<file path="src/rtl/riscv_pkg.sv">
`default_nettype none
// ============================================================================
//  Module      : riscv_pkg
//  Description : Shared types and constants for the RV32I core front end.
//                XLEN, the canonical NOP encoding, the fetch-stage state
//                enum, the fetch-queue entry type and an address helper.
//  Revision    : 1.0  initial release
// ============================================================================
package riscv_pkg;

    localparam int              XLEN      = 32;
    localparam logic [XLEN-1:0] NOP_INSTR = 32'h0000_0013;   // addi x0, x0, 0

    typedef enum logic [0:0] {
        BOOT = 1'b0,
        RUN  = 1'b1
    } fetch_state_t;

    typedef struct packed {
        logic [XLEN-1:0] instr;
        logic [XLEN-1:0] pc;
        logic            misaligned;
    } fetch_entry_t;

    // Force an address onto a 32-bit word boundary.
    function automatic logic [XLEN-1:0] align_word(input logic [XLEN-1:0] addr);
        return {addr[XLEN-1:2], 2'b00};
    endfunction

endpackage : riscv_pkg
`default_nettype wire

</file>
<file path="src/rtl/fetch_buffer.sv">
`default_nettype none
// ============================================================================
//  Module      : fetch_buffer
//  Description : Two-entry FIFO of fetch entries sitting between the
//                instruction memory response and decode.
//  Ports       : clk, rst (async, active-high)
//                push / push_entry : write one entry at the tail
//                pop               : retire the head entry
//                flush             : drop all contents (beats push)
//                count             : number of valid entries (0..2)
//                head              : entry at the head of the queue
//  Revision    : 1.0  initial release
// ============================================================================
module fetch_buffer
    import riscv_pkg::*;
#(
    parameter int DEPTH = 2
) (
    input  logic         clk,
    input  logic         rst,
    input  logic         push,
    input  fetch_entry_t push_entry,
    input  logic         pop,
    input  logic         flush,
    output logic [1:0]   count,
    output fetch_entry_t head
);

    fetch_entry_t r_mem [2];
    logic         r_wr_ptr;
    logic         r_rd_ptr;
    logic [1:0]   r_count;

    logic         w_pop;
    logic         w_push;

    // A pop on an empty queue is ignored; a push into a full queue is only
    // taken when the head leaves in the same cycle, so nothing is overwritten.
    assign w_pop  = pop && (r_count != 2'd0);
    assign w_push = push && ((r_count != 2'(DEPTH)) || w_pop);

    always_ff @(posedge clk or posedge rst) begin
        if (rst) begin
            r_mem[0] <= '0;
            r_mem[1] <= '0;
            r_wr_ptr <= 1'b0;
            r_rd_ptr <= 1'b0;
            r_count  <= 2'd0;
        end else if (flush) begin
            r_wr_ptr <= 1'b0;
            r_rd_ptr <= 1'b0;
            r_count  <= 2'd0;
        end else begin
            if (w_push) begin
                r_mem[r_wr_ptr] <= push_entry;
                r_wr_ptr        <= ~r_wr_ptr;
            end
            if (w_pop) begin
                r_rd_ptr <= ~r_rd_ptr;
            end
            r_count <= r_count + {1'b0, w_push} - {1'b0, w_pop};
        end
    end

    assign count = r_count;
    assign head  = r_mem[r_rd_ptr];

endmodule : fetch_buffer
`default_nettype wire

</file>
<file path="src/rtl/fetch_unit.sv">
`default_nettype none
// ============================================================================
//  Module      : fetch_unit
//  Description : RV32I instruction-fetch stage. Holds the PC, issues word
//                reads to a 1-cycle-latency synchronous instruction memory,
//                queues returned words and hands {instr, pc} to decode over
//                a valid/ready handshake. Execute redirects flush the queue
//                and restart fetching at the (word-aligned) target.
//  Ports       : clk, rst (async, active-high)
//                imem_req/imem_addr/imem_rdata : instruction memory port
//                redirect_valid/redirect_pc    : branch/jump target from EX
//                if_valid/id_ready             : handshake to decode
//                if_instr/if_pc/if_misaligned  : entry presented to decode
//                perf_fetched/perf_bubbles     : only with FETCH_PERF_EN
//  Options     : `define FETCH_PERF_EN adds pop and bubble counters.
//  Revision    : 1.0  initial release
// ============================================================================
module fetch_unit
    import riscv_pkg::*;
#(
    parameter logic [31:0] RESET_PC  = 32'h0000_0000,
    parameter int          BUF_DEPTH = 2              // only 2 is supported
) (
    input  logic        clk,
    input  logic        rst,
    output logic        imem_req,
    output logic [31:0] imem_addr,
    input  logic [31:0] imem_rdata,
    input  logic        redirect_valid,
    input  logic [31:0] redirect_pc,
    output logic        if_valid,
    input  logic        id_ready,
    output logic [31:0] if_instr,
    output logic [31:0] if_pc,
    output logic        if_misaligned
`ifdef FETCH_PERF_EN
    ,
    output logic [31:0] perf_fetched,
    output logic [31:0] perf_bubbles
`endif
);

    fetch_state_t r_state;
    logic [31:0]  r_pc;
    logic         r_inflight;       // a read issued last cycle returns now
    logic [31:0]  r_inflight_pc;
    logic         r_inflight_mis;
    logic [31:0]  r_last_pc;        // if_pc value shown while the queue is empty

    logic [1:0]   w_count;
    fetch_entry_t w_head;
    fetch_entry_t w_push_entry;
    logic         w_pop;
    logic         w_kill;
    logic         w_push;
    logic [2:0]   w_occupancy;
    logic         w_room;
    logic [31:0]  w_redirect_addr;
    logic         w_redirect_mis;

    assign w_pop           = if_valid && id_ready;
    assign w_redirect_addr = align_word(redirect_pc);
    assign w_redirect_mis  = redirect_valid && (redirect_pc[1:0] != 2'b00);

    // The response returning this cycle belongs to the old stream when a
    // redirect arrives, so it is dropped instead of being queued.
    assign w_kill = redirect_valid;
    assign w_push = r_inflight && !w_kill;

    // Slots that will be taken once everything in flight has landed; a new
    // request is only issued when its data is guaranteed a free slot.
    assign w_occupancy = {1'b0, w_count} + {2'b00, r_inflight} - {2'b00, w_pop};
    assign w_room      = (w_occupancy < 3'(BUF_DEPTH));

    assign imem_req  = redirect_valid || ((r_state == RUN) && w_room);
    assign imem_addr = redirect_valid ? w_redirect_addr : r_pc;

    assign w_push_entry = '{instr: imem_rdata, pc: r_inflight_pc, misaligned: r_inflight_mis};

    fetch_buffer #(
        .DEPTH (BUF_DEPTH)
    ) u_fetch_buffer (
        .clk        (clk),
        .rst        (rst),
        .push       (w_push),
        .push_entry (w_push_entry),
        .pop        (w_pop),
        .flush      (redirect_valid),
        .count      (w_count),
        .head       (w_head)
    );

    always_ff @(posedge clk or posedge rst) begin
        if (rst) begin
            r_state        <= BOOT;
            r_pc           <= RESET_PC;
            r_inflight     <= 1'b0;
            r_inflight_pc  <= RESET_PC;
            r_inflight_mis <= 1'b0;
            r_last_pc      <= '0;
        end else begin
            case (r_state)
                BOOT:    r_state <= RUN;
                RUN:     r_state <= RUN;
                default: r_state <= BOOT;
            endcase
            r_inflight <= imem_req;
            if (imem_req) begin
                r_inflight_pc  <= imem_addr;
                r_inflight_mis <= w_redirect_mis;
                r_pc           <= imem_addr + 32'd4;
            end
            if (if_valid) begin
                r_last_pc <= w_head.pc;
            end
        end
    end

    assign if_valid      = (w_count != 2'd0);
    assign if_instr      = if_valid ? w_head.instr : NOP_INSTR;
    assign if_pc         = if_valid ? w_head.pc : r_last_pc;
    assign if_misaligned = if_valid && w_head.misaligned;

`ifdef FETCH_PERF_EN
    logic [31:0] r_perf_fetched;
    logic [31:0] r_perf_bubbles;

    always_ff @(posedge clk or posedge rst) begin
        if (rst) begin
            r_perf_fetched <= '0;
            r_perf_bubbles <= '0;
        end else begin
            if (w_pop) begin
                r_perf_fetched <= r_perf_fetched + 32'd1;
            end
            if ((r_state == RUN) && id_ready && !if_valid) begin
                r_perf_bubbles <= r_perf_bubbles + 32'd1;
            end
        end
    end

    assign perf_fetched = r_perf_fetched;
    assign perf_bubbles = r_perf_bubbles;
`endif

endmodule : fetch_unit
`default_nettype wire
</file>
<file path="config.mk">
export PLATFORM = sky130hd
export DESIGN_NAME = fetch_unit
export DESIGN_NICKNAME = d
export VERILOG_FILES = /design/src/rtl/riscv_pkg.sv /design/src/rtl/fetch_buffer.sv /design/src/rtl/fetch_unit.sv
export SDC_FILE = /design/constraint.sdc
export NUM_CORES = 1
export LEC_CHECK = 0
export BUFFER_PORTS_ARGS = -buffer_cell sky130_fd_sc_hd__buf_2
export CORE_MARGIN = 2
export CORE_UTILIZATION = 35
export CTS_CLUSTER_SIZE = 30
export DETAILED_ROUTE_END_ITERATION = 8
export GPL_ROUTABILITY_DRIVEN = 0
export PLACE_DENSITY_LB_ADDON = 0.15
export SLEW_MARGIN = 15
export SYNTH_ARGS = -nofsm -noshare
export SYNTH_HDL_FRONTEND = slang
export SYNTH_SLANG_ARGS = --single-unit
export TNS_END_PERCENT = 50
</file>
<file path="constraint.sdc">
create_clock -name clk -period 8.4 [get_ports clk]
set_input_delay 0.42 -clock clk [delete_from_list [all_inputs] [get_ports clk]]
set_output_delay 0.42 -clock clk [all_outputs]
set_load 0.01 [all_outputs]
</file>
==> results of run 1 <==
==> cell usage in the layout (no fill, tap or decap), types with 4 or more instances in the layout <==
cell type	netlist	final
o21ai_0	43	43
nor2_1	86	85
nand4b_1	6	6
mux2i_1	88	88
mux2_2	136	136
nand4_1	8	8
nor2b_1	7	6
buf_2	15	165
nand2_1	71	70
dfrtp_1	231	230
clkbuf_8	0	4
buf_4	5	9
xnor2_1	30	30
clkbuf_16	0	27
a22oi_1	4	4
nand3_1	14	14
a21oi_1	46	46
ha_1	4	4
clkbuf_1	25	8
inv_1	31	30
o21ai_1	5	5
nand3b_1	8	8
==> final cells by class <==
cell class                      count  area (µm²)  share of cell area (%)
Timing Repair Buffer              174         893                    7.03
Tap cell                          390         488                    3.84
Clock buffer                       39         761                    5.99
Sequential cell                   231        5780                    45.5
Inverter                           32         128                    1.00
Clock inverter                      7         114                   0.896
Multi-Input combinational cell    597        4540                    35.7
==> logic make-up after synthesis <==
| kind of cell | synth area share, % |
|---|---|
| flip-flops | 54.2 |
| multiplexers | 22.9 |
| AND/OR/NAND/NOR | 9.97 |
| AO/OA/AOI/OAI | 6.11 |
| buffers and inverters | 3.59 |
| XOR/XNOR | 2.63 |
| adder cells (fa/ha/maj) | 0.657 |
| other | 0.0351 |
==> worst paths after layout <==
check	startpoint	endpoint	cells past startpoint
setup / recovery	u_fetch_buffer.count[1]	imem_req	13
hold reg to reg	r_last_pc[22]	r_last_pc[22]	2
min in group clk	imem_rdata[2]	u_fetch_buffer.r_mem[35]	2
max in group asynchronous	rst	r_last_pc[19]	3
setup reg to reg	u_fetch_buffer.count[1]	r_inflight_pc[10]	14
hold / removal	rst	u_fetch_buffer.r_mem[35]	2
==> flip-flops by register name, indices dropped and copies added (netlist names), 2 cells and up <==
name	cells
u_fetch_buffer.count	2
r_inflight_pc	30
u_fetch_buffer.r_mem	130
r_last_pc	32
r_pc	32
==> layer usage <==
| metal | routed length (µm) | part of all wire [%] | vias up | global-route usage (%) |
|---|---|---|---|---|
| met5 | 0 | 0 | - | 0 |
| met3 | 1250 | 5.0 | 35 | 2.71 |
| met4 | 497 | 2.0 | 0 | 3.46 |
| li1 | - | - | 3445 | - |
| met2 | 11000 | 44 | 167 | 24.8 |
| met1 | 12500 | 49 | 3510 | 22.9 |
==> stage by stage <==
step | std cells | setup slack (ns) | hold WS (ns)
3_5_place_dp | 1424 | 4.63 | 0.474
2_1_floorplan | 914 | 1.65 | 0.449
6_report | 1470 | 4.09 | 0.0147
4_1_cts | 1470 | 4.05 | 0.0684
5_1_grt | 1470 | 3.77 | 0.0853
3_3_place_gp | 1424 | 4.70 | 0.463
==> report_power, final <==
group,switching [µW],total [µW],internal (µW)
registers,328,1990,1660
clock network,449,1160,715
logic,1060,1930,877
==> worst max-delay path: stages (launching register included) <==
cell     delay, ns
dfrtp_1       0.47
nor2_4        0.12
inv_1         0.09
and2_1        0.21
ha_1          0.29
inv_1         0.08
nand2_1       0.06
fa_1          0.37
xnor2_1       0.21
a31oi_2       0.12
buf_4         0.25
inv_2         0.14
buf_4         0.62
buf_2         0.26
==> key figures, run 1 <==
Run status
  • Status: finished, final reports clean

Die
  • Starting density of the core: about 36%
  • Chip Width: roughly 180 µm
  • Placeable core region: about 30000 µm²
  • Row count: 63
  • Total die area: roughly 32000 µm²
  • Chip height: about 180 µm
  • Boundary Pins: between 150 and 200

CTS
  • Clk_lat worst skew: roughly 0.52 ns
  • Clock slew at the register clock pins of the worst setup and hold paths: 0.06 ns
  • CTS tree: done
  • Buffers inserted during post-CTS setup optimization: 0
  • Cell at the root of the clock tree: clkbuf_16
  • Maximum clock path buffer count: 3
  • Hold bufs inserted after CTS: 0
  • Post_cts resized: 0
  • TritonCTS buffer count: 27
  • Max H-tree Level: 1
  • TritonCTS sink count: roughly 230

STA
  • Summed negative setup slack over all endpoints: 0 ns
  • Setup repair after global routing missed its margin: no
  • Final worst clock skew: roughly 0.013 ns
  • Fmax: ~230 MHz
  • Slew Limit Headroom: approximately 30%
  • Number of endpoints failing setup at the final stage: 0
  • Min Clock Period, post-route: roughly 4.3 ns
  • Fraction of the cycle the final worst path needs: about half
  • Hold Vio Cnt, Final: 0
  • Final count of pins violating max slew: 0
  • Worst Tran Pin Value: around 1.1 ns

Routing
  • Final wirelength: 25.2 mm
  • Via count: roughly 7200
  • Number of DRC violations after detailed-routing iteration 0: 250
  • Post-DRT Antenna Nets: 0
  • Number of optimization iterations in the first detailed-route pass: 4
  • WL per Instance: ~17 µm
  • Per-cell via count in the routed design: slightly below 5
  • DRC violations left: 0

Synthesis
  • Gate Count Post-Synth: about 910
  • Prevailing post-synth register cell: dfrtp_1
  • Most instantiated library cell after synthesis: dfrtp_1
  • Most used standard cells in the synthesized netlist: dfrtp_1, mux2_2, mux2i_1, nor2_1, nand2_1
  • Fraction of post-synthesis cell area in the top cell type by area: between 50% and 60%
  • Ys Warns: 0
  • EDFF count, synth: 0
  • Post-Synthesis Mean Instance Area: ~12 µm²
  • Count of cell types in the netlist: 48
  • Yosys top cell by area: dfrtp_1
  • Synthesized area: 10700 µm²
  • Share of flip-flops with an asynchronous set or reset: 100%
  • Sequential fraction of the synthesis area: 54.2%
  • Post-Syn Nets: 987
  • Number of flip-flops and latches in the synthesized netlist: about 230
  • Leading cell types by total area after synthesis: dfrtp_1, mux2_2, mux2i_1

Setup path
  • Register-to-register path setup slack: roughly 4.9 ns
  • Type of element launching the critical path: flip-flop
  • Data required time at the worst endpoint: 7.98 ns
  • Crit Path Max Fanout: 82
  • Critical Setup Path Class: flip-flop to primary output
  • Worst endpoint data arrival time: ~3.9 ns
  • Kind of end point of the critical path: primary output

Finish
  • Final Util: 42.6%
  • Net total in the final layout: 1136
  • Share of post-route cells with drive strength above 1: around 35%
  • Synthesis-to-finish area growth: 19.1%
  • Number of filler instances in the final layout: around 2900
  • Cell area after layout: between 10000 and 15000 µm²
  • Number of diodes added for antenna fixing: 0

Placement
  • # port buffers: 166
  • DP Area: approximately 12000 µm²
  • Final HPWL from detailed placement: 16.5 mm

Min path
  • HP Class: input pin to asynchronous set/reset pin

GRT
  • Vias in the first global route: 7217
  • Aggregate global routing overflow: 0
  • Antenna violations before repair: 0
  • Pin count of the biggest net entering global routing: 108
  • GRT Resource Usage Total: 15.8%
  • First-pass GRT wire length: 39.9 mm

Power
  • Power consumption: between 5000 and 6000 µW
  • VDD IR-drop max: between 0.15 and 0.2 mV
  • Leakage power summed over all cells: between 0.005 and 0.006 µW
  • Ratio of total power to cell area: roughly 400 nW/µm²

Flow run
  • Max_cap viols: 0
Power figures use the tool's default switching activity.
==> inputs of run 2 (changes only) <==
==> constraint.sdc (replaced) <==
create_clock -name clk -period 4.2 [get_ports clk]
set_input_delay 0.21 -clock clk [delete_from_list [all_inputs] [get_ports clk]]
set_output_delay 0.21 -clock clk [all_outputs]
set_load 0.01 [all_outputs]
==> key figures, run 2 (synthesis results as in run 1) <==
Run status
  • Status: finished, final reports clean

Finish
  • Flip-flop count of the largest register, all copies and words added: 130 (unchanged)
  • Most common cell after layout, fill and taps aside: dfrtp_1
  • Share of post-route cells with drive strength above 1: 34.0% (-0.52 points)
  • Number of diodes added for antenna fixing: 0 (unchanged)
  • Synthesis-to-finish area growth: 22.3%
  • Largest registers in the final layout: u_fetch_buffer.r_mem x130, r_last_pc x32, r_pc x32
  • Net total in the final layout: 1171 (+3.1%)
  • Cell area after layout: 13100 µm² (+2.7%)
  • Most frequent cells in the layout: dfrtp_1, buf_2, mux2_2, mux2i_1, nor2_1
  • Register bank with the most flops: u_fetch_buffer.r_mem

CTS
  • TritonCTS sink count: 231 (unchanged)
  • Post_cts resized: 0 (unchanged)
  • Cell at the root of the clock tree: clkbuf_16
  • Maximum clock path buffer count: 3 (unchanged)
  • TritonCTS buffer count: 27 (unchanged)
  • Max H-tree Level: 1 (unchanged)
  • Clock slew at the register clock pins of the worst setup and hold paths: 0.06 ns (about the same)
  • CTS tree: done
  • Clk_lat worst skew: 0.53 ns (about the same)

Die
  • Row count: 63 (unchanged)
  • Boundary Pins: 167 (unchanged)
  • Starting density of the core: 35.8% (unchanged)
  • Total die area: 31900 µm² (unchanged)
  • Chip Width: 179 µm (unchanged)
  • Placeable core region: 29800 µm² (unchanged)
  • Chip height: 179 µm (unchanged)

Routing
  • Number of DRC violations after detailed-routing iteration 0: 330 (+32%)
  • Via count: 7251 (+1.3%)
  • Post-DRT Antenna Nets: 0 (unchanged)
  • Final wirelength: 25.1 mm (-0.23%)
  • WL per Instance: 16.7 µm (-2.7%)
  • Per-cell via count in the routed design: 4.81 (-1.2%)
  • DRC violations left: 0 (unchanged)
  • Number of optimization iterations in the first detailed-route pass: 4 (unchanged)

STA
  • Final worst clock skew: 0.0163 ns (+0.00352 ns)
  • Final count of pins violating max slew: 0 (unchanged)
  • Final worst-path setup slack: 0.636 ns (-3.45 ns)
  • Minimum hold slack: 0.0328 ns (+0.0181 ns)
  • Hold Vio Cnt, Final: 0 (unchanged)
  • Setup repair after global routing missed its margin: no
  • Min Clock Period, post-route: around 3.6 ns
  • Slew Limit Headroom: 30.8% (+1.4 points)
  • Fraction of the cycle the final worst path needs: between 80% and 90%
  • Fmax: 281 MHz
  • Number of endpoints failing setup at the final stage: 0 (unchanged)
  • Summed negative setup slack over all endpoints: 0 ns (unchanged)
  • Worst Tran Pin Value: 1.04 ns (-0.0208 ns)

Min path
  • HP Class: input pin to flip-flop

Power
  • VDD IR-drop max: 0.308 mV (+72%)
  • Leakage power summed over all cells: 0.00583 µW (+2.7%)
  • Ratio of total power to cell area: 775 nW/µm² (+94%)

GRT
  • Vias in the first global route: 7281 (+0.89%)
  • Aggregate global routing overflow: 0 (unchanged)
  • GRT Resource Usage Total: 15.8% (about the same)
  • Pin count of the biggest net entering global routing: 153 (+42%)
  • Antenna violations before repair: 0 (unchanged)
  • First-pass GRT wire length: 39.8 mm (-0.19%)

Setup path
  • Crit Path Max Fanout: 36 (-56%)
  • Register-to-register path setup slack: 1.06 ns (-3.88 ns)
  • Data required time at the worst endpoint: 3.99 ns (-3.99 ns)
  • Worst endpoint data arrival time: 3.35 ns (-0.54 ns)
  • Type of element launching the critical path: flip-flop
  • Kind of end point of the critical path: primary output
  • Critical Setup Path Class: flip-flop to primary output

Placement
  • DP Area: 11900 µm² (+0.41%)
  • Setup slack after placement: 1.06 ns (-3.57 ns)
  • # port buffers: 166 (unchanged)
  • Final HPWL from detailed placement: 16.4 mm (-0.48%)

Flow run
  • Max_cap viols: 0 (unchanged)
## run 2: cell types whose count changed in the layout (fill, tap and decap cells not counted), moves of 3 or more
cell,change
dlygate4sd3_1,+33
clkbuf_8,+4
bufinv_16,-3
buf_12,+3
clkinv_2,+5
clkbuf_1,-3
## run 2: final timing paths
path	from	endpoint	cells past startpoint
max in group asynchronous	rst	u_fetch_buffer.r_mem[30]	4
min reg2reg	r_pc[30]	r_pc[30]	2
max	u_fetch_buffer.count[1]	imem_req	11
max reg2reg	u_fetch_buffer.count[1]	r_inflight_pc[30]	13
min	redirect_pc[1]	r_inflight_mis	3
min in group asynchronous	rst	u_fetch_buffer.r_mem[100]	4
## run 2: area by class of cell
type | instances | area (µm²)
fillers | 2913 | 16700
multi-input cells | 597 | 4540
repair buffers | 209 | 1280
clock buffers | 40 | 805
clock inverters | 8 | 40.0
flip-flops and latches | 231 | 5780
inverters | 32 | 124
well taps | 390 | 488
## run 2: repair_timing
action,CTS,global route
endpoints found under the hold margin,143,0
buffers inserted,0,0
hold buffers,33,0
## run 2: through the flow
stage / total power (µW) / std cells / util (%)
floorplan: 6610 / 914 / -
global placement: 7920 / 1426 / 39.9
detailed placement: 8010 / 1426 / 39.9
CTS: 10300 / 1507 / 43.8
global route: 10900 / 1507 / 43.8
finish: 10100 / 1507 / 43.8
## run 2: where the power goes
part	internal, µW	total, µW	switching, µW
Clock	1310	2210	895
Sequential	3320	4020	704
Combinational	1800	3880	2090
Total	6430	10100	3680
## run 2: per-layer routing
| metal | wire [µm] | GRT usage, % | up-vias |
|---|---|---|---|
| met1 | 12700 | 23.7 | 3519 |
| met2 | 10700 | 24.1 | 178 |
| li1 | - | - | 3526 |
| met5 | 0 | 0 | - |
| met4 | 389 | 3.49 | 0 |
| met3 | 1280 | 2.43 | 28 |
## run 2: critical path, cell delays in order, from the launching register on
cell and delay, ns:
dfrtp_1 0.47, nor2_4 0.12, inv_1 0.10, and2_1 0.21, ha_1 0.28, inv_1 0.07, nand2_1 0.06, fa_1 0.37
xnor2_1 0.23, a31oi_2 0.15, inv_2 0.50, buf_2 0.25
